$ cat src/rtl/width_pkg.sv
// Shared definitions for the byte packer/unpacker pair: word/byte widths,
// FSM state encodings and the byte-lane select helper.
package width_pkg;

  localparam int BYTE_W = 8;
  localparam int WORD_W = 16;

  typedef enum logic [1:0] {
    IDLE   = 2'd0,
    FIRST  = 2'd1,
    SECOND = 2'd2
  } state_e;

  // Returns the byte of w that belongs in the requested slot (first or second)
  // given the configured emission order.
  function automatic logic [BYTE_W-1:0] pick_byte(input logic [WORD_W-1:0] w,
                                                  input logic msb_first,
                                                  input logic first_slot);
    return (msb_first == first_slot) ? w[WORD_W-1 -: BYTE_W] : w[BYTE_W-1:0];
  endfunction

endpackage

$ cat src/rtl/width_16to8_if.sv
// Word-in / byte-out handshake bundle for the 16-to-8 unpacker.
interface width_16to8_if;
  import width_pkg::*;

  logic              valid_in;
  logic [WORD_W-1:0] data_in;
  logic              ready_in;
  logic              valid_out;
  logic [BYTE_W-1:0] data_out;
  logic              ready_out;

  modport slave (
    input  valid_in, data_in, ready_out,
    output ready_in, valid_out, data_out
  );

  modport master (
    output valid_in, data_in, ready_out,
    input  ready_in, valid_out, data_out
  );

endinterface

$ cat src/rtl/width_16to8.sv
// Width-down converter: each accepted 16-bit word is emitted as two
// consecutive bytes, streaming one byte per cycle when both sides allow.
module width_16to8
  import width_pkg::*;
#(
  parameter bit MSB_FIRST = 1'b1
) (
  input logic          clk,
  input logic          rst_n,
  width_16to8_if.slave bus
);

  state_e            state_q, state_d;
  logic [WORD_W-1:0] word_q, word_d;

  always_ff @(posedge clk or negedge rst_n) begin
    if (!rst_n) begin
      state_q <= IDLE;
      word_q  <= '0;
    end else begin
      state_q <= state_d;
      word_q  <= word_d;
    end
  end

  always_comb begin
    state_d       = state_q;
    word_d        = word_q;
    bus.ready_in  = 1'b0;
    bus.valid_out = 1'b0;
    bus.data_out  = '0;

    case (state_q)
      IDLE: begin
        bus.ready_in = 1'b1;
        if (bus.valid_in) begin
          word_d  = bus.data_in;
          state_d = FIRST;
        end
      end

      FIRST: begin
        bus.valid_out = 1'b1;
        bus.data_out  = pick_byte(word_q, MSB_FIRST, 1'b1);
        if (bus.ready_out) state_d = SECOND;
      end

      SECOND: begin
        bus.valid_out = 1'b1;
        bus.data_out  = pick_byte(word_q, MSB_FIRST, 1'b0);
        // Last byte leaving frees the holding register in the same cycle,
        // which is what lets words stream without a bubble.
        bus.ready_in  = bus.ready_out;
        if (bus.ready_out) begin
          if (bus.valid_in) begin
            word_d  = bus.data_in;
            state_d = FIRST;
          end else begin
            state_d = IDLE;
          end
        end
      end

      default: state_d = IDLE;
    endcase
  end

endmodule

$ cat src/flat_wrapper.sv
// flat-port wrapper written by rule: the top's interface ports become plain ports
module width_16to8_flat import width_pkg::*;
#(
  parameter bit MSB_FIRST = 1'b1
)
  (clk, rst_n, bus_valid_in, bus_data_in, bus_ready_out, bus_ready_in, bus_valid_out, bus_data_out);
  width_16to8_if bus_i ();
  input logic clk;
  input logic rst_n;
  input wire logic [$bits(bus_i.valid_in)-1:0] bus_valid_in;
  input wire logic [$bits(bus_i.data_in)-1:0] bus_data_in;
  input wire logic [$bits(bus_i.ready_out)-1:0] bus_ready_out;
  output wire logic [$bits(bus_i.ready_in)-1:0] bus_ready_in;
  output wire logic [$bits(bus_i.valid_out)-1:0] bus_valid_out;
  output wire logic [$bits(bus_i.data_out)-1:0] bus_data_out;
  assign bus_i.valid_in = bus_valid_in;
  assign bus_i.data_in = bus_data_in;
  assign bus_i.ready_out = bus_ready_out;
  assign bus_ready_in = bus_i.ready_in;
  assign bus_valid_out = bus_i.valid_out;
  assign bus_data_out = bus_i.data_out;
  width_16to8 #(.MSB_FIRST(MSB_FIRST)) u_core (.clk(clk), .rst_n(rst_n), .bus(bus_i));
endmodule
$ cat config.mk
export PLATFORM = sky130hd
export DESIGN_NAME = width_16to8_flat
export DESIGN_NICKNAME = d
export VERILOG_FILES = /design/src/rtl/width_pkg.sv /design/src/rtl/width_16to8_if.sv /design/src/rtl/width_16to8.sv /design/src/flat_wrapper.sv
export SDC_FILE = /design/constraint.sdc
export NUM_CORES = 1
export LEC_CHECK = 0
export CORE_UTILIZATION = 39
export DETAILED_ROUTE_END_ITERATION = 6
export GPL_TIMING_DRIVEN = 0
export MAX_ROUTING_LAYER = met4
export PLACE_DENSITY_LB_ADDON = 0.12
export SETUP_SLACK_MARGIN = 0.5
export SYNTH_ARGS = -nofsm -noshare
export SYNTH_HDL_FRONTEND = slang
export SYNTH_SLANG_ARGS = --single-unit
export TNS_END_PERCENT = 10
$ cat constraint.sdc
create_clock -name clk -period 2.3 [get_ports clk]
set_clock_uncertainty 0.1 [all_clocks]
set_input_delay 0.575 -clock clk [delete_from_list [all_inputs] [get_ports clk]]
set_output_delay 0.575 -clock clk [all_outputs]
set_load 0.01 [all_outputs]
==> impl_metrics.py <==
metrics = {
    "clocking": {
        "numCtsBuffers": 3,
        "cts-root-buf": "clkbuf_4",
        "cts_tree": "yes",
        "clk_pin_slew_ns": 0.11,
        "clk_path_buf_depth": 2,
        "clock_latency_ns": 0.30,
        "clock-sinks": 18,
        "h-tree-depth": 1,
    },
    "drt": {
        "met2_length_um": 1080,
        "drtIter0Drc": 2,
        "first_pass_iters": 2,
        "drc": 0,
        "dr_wl_met3_um": 114,
        "avgRoutedWirePerCell_um": 15.6,
        "ant_nets": 0,
        "route.vias.total": 703,
        "via_per_inst": 4.95,
        "wl_met1_um": 972,
        "finalWirelength_um": 2220,
        "highest-signal-layer": "met4",
    },
    "worst_hold_path": {
        "min-delay-start": "u_core.word_q[2]",
        "hold_path.class": "reg2reg",
    },
    "timing": {
        "max_slew_margin_pct": 45.1,
        "finalHoldViolCount": 0,
        "tightest_slew_ns": 0.820,
        "setup_viol": 0,
        "finalMaxSlewViolations": 0,
        "holdWs_ns": 0.440,
        "max_freq_ghz": 0.454,
        "rsz0062_at_grt": "yes",
        "finalCritPeriodShare_pct": 95.7,
        "period_minus_slack_ns": 2.20,
    },
    "worst_setup_path": {
        "crit_chain": "buf_6, ha_4, buf_6, a22oi_2, nor2b_1, buf_2",
        "crit_required_ns": 1.62,
        "cp_common_cell": "buf_6",
        "slowest_delay_ns": 0.46,
        "startpoint_type": "flip-flop",
        "crit_path_start": "u_core.state_q[0]",
        "cp-end-kind": "output port",
        "path_buf_inv": 3,
        "path_max_fanout": 5,
        "crit_family": "flip-flops",
        "r2r_start": "u_core.state_q[1]",
        "crit_arrival_ns": 1.53,
        "critical_path_class": "reg2out",
        "crit_path_top_delay_cell": "dfrtp_2",
    },
    "yosys": {
        "synth_fa_ha_area_share_pct": 8.86,
        "synth_top_family_by_area": "multiplexers",
        "synth_fp_nets": 99,
        "synth_cell_type_count": 15,
        "yosysSeqAreaShare_pct": 45.6,
        "ys_seq_elements": 18,
        "synthXorXnorAreaFrac_pct": 0,
        "synth_area_per_cell_um2": 13.7,
        "yosysWarnings": 0,
        "synthesis.area_um2": 988,
        "synthSimpleGateAreaFrac_pct": 6.96,
        "muxShareOfSynthArea_pct": 25.8,
        "syn_inst": 72,
        "synth_compound_gate_area_share_pct": 7.97,
    },
    "placed_design": {
        "gp_congestion": 0.693,
        "hpwl_um": 1350,
        "dp.cells": 129,
        "io_buffers": 29,
        "dpl_cell_area_mm2": 0.00133,
    },
    "floorplanning": {
        "io_pins": 30,
        "fp.dieH_um": 52.3,
        "dieArea_mm2": 0.00274,
        "rows": 17,
        "coreArea_mm2": 0.00230,
        "start_util_pct": 43.0,
        "die_width_um": 52.3,
    },
    "job": {
        "maxCapViolations": 0,
    },
    "finish": {
        "instances_no_fill": 142,
        "nets": 142,
        "area_delta_synth_final_pct": 53.0,
        "design_area_mm2": 0.00151,
        "utilization_pct": 65.8,
        "drive_above_1_share_pct": 52.6,
        "n_antenna_cell": 0,
    },
    "power_and_ir_drop": {
        "ir_worst_vdd_uv": 771,
        "power.total_mw": 2.11,
        "leakagePower_nw": 0.691,
        "p_per_area_mw_per_mm2": 1400,
    },
    "global_route": {
        "grtUsageTotal_pct": 19.4,
        "grt_pass1_vias": 762,
        "grt.overflow.total": 0,
        "grt_max_degree": 19,
        "antenna_found_initial": 0,
        "grt_pass1_wl_um": 3520,
    },
    "run_status": {
        "status": "completed",
    },
}
==> repair_timing <==
action / in CTS / in global routing
gates cloned: 2 / 0
pin swaps: 1 / 2
resized for setup: 58 / 4
buffers inserted: 7 / 0
endpoints found under the setup margin: 28 / 26
hold endpoints to repair: 0 / 0
hold buffers: 0 / 0
==> registers in the layout, summed over array words and instances (netlist names) <==
signal / count
u_core.word_q: 16
u_core.state_q: 2
==> worst reg2reg max path, delay by kind of cell (launching register included) <==
| kind | cells | cell delay [ns] |
|---|---|---|
| multiplexers | 2 | 0.61 |
| buffers and inverters | 4 | 0.56 |
| flip-flops | 1 | 0.44 |
| adder cells (fa/ha/maj) | 1 | 0.17 |
| AND/OR/NAND/NOR | 1 | 0.13 |
==> synth_stat cells <==
master	number	share of area (%)
a22oi_1	8	6.1
nor2_1	2	0.76
inv_1	3	1.1
nor2b_1	8	5.1
ha_1	7	8.9
dfrtp_1	18	46
buf_12	1	2.0
mux2_2	8	9.1
mux2_4	11	17
buf_2	1	0.51
nand2_4	1	1.1
a21o_1	1	0.76
a21oi_1	1	0.51
o22ai_1	1	0.63
buf_6	1	1.1
==> final cells by class <==
cell class                      count  area (um^2)
Fill cell                         181          785
Multi-Input combinational cell     48          571
Sequential cell                    18          453
Timing Repair Buffer               38          350
Buffer                              3         46.3
Clock buffer                        4         36.3
Tap cell                           28         35.0
Inverter                            3         21.3
==> layout by cell type, fill, tap and decap left out, drive strengths merged <==
cell and count:
clkbuf 4, clkdlybuf4s50 19, inv 3, dlygate4sd2 2
ha 7, nor2b 8, mux2 19, nand2 1
o22ai 1, dfrtp 18, a21o 1, a21oi 1
nor2 2, a22oi 8, buf 20
==> final timing paths <==
check / cells past startpoint / slack (ns) / endpoint
min in group asynchronous: 1 / 0.64 / u_core.state_q[0]
max in group asynchronous: 1 / 0.91 / u_core.state_q[1]
max: 6 / 0.1 / bus_data_out[6]
max reg2reg: 8 / 0.19 / u_core.word_q[7]
min: 1 / 0.44 / u_core.word_q[2]
min reg2reg: 1 / 0.44 / u_core.word_q[2]
==> power breakdown <==
group	leakage (nW)	internal (mW)	switching [mW]	total (mW)
registers	0.211	0.484	0.124	0.608
clock network	0.0210	0.0966	0.104	0.201
logic	0.459	0.785	0.518	1.30
==> layer usage <==
metal	track usage (%)	vias to the layer above
met5	-	-
met4	12.3	0
met3	2.90	4
met2	31.9	21
met1	21.8	342
li1	-	336
==> cells by family after synthesis <==
group | Yosys count
mux | 19
compound gates | 11
flops | 18
simple gates | 11
fa+ha+maj | 7
buf+inv | 6
==> per-stage QoR <==
step	setup slack [ns]	TNS, ns
global placement	-0.110	-0.826
floorplan	0.473	0
CTS	0.0929	0
finish	0.0986	0
detailed placement	-0.128	-0.971
global route	0.0399	0
Power figures use the tool's default switching activity.
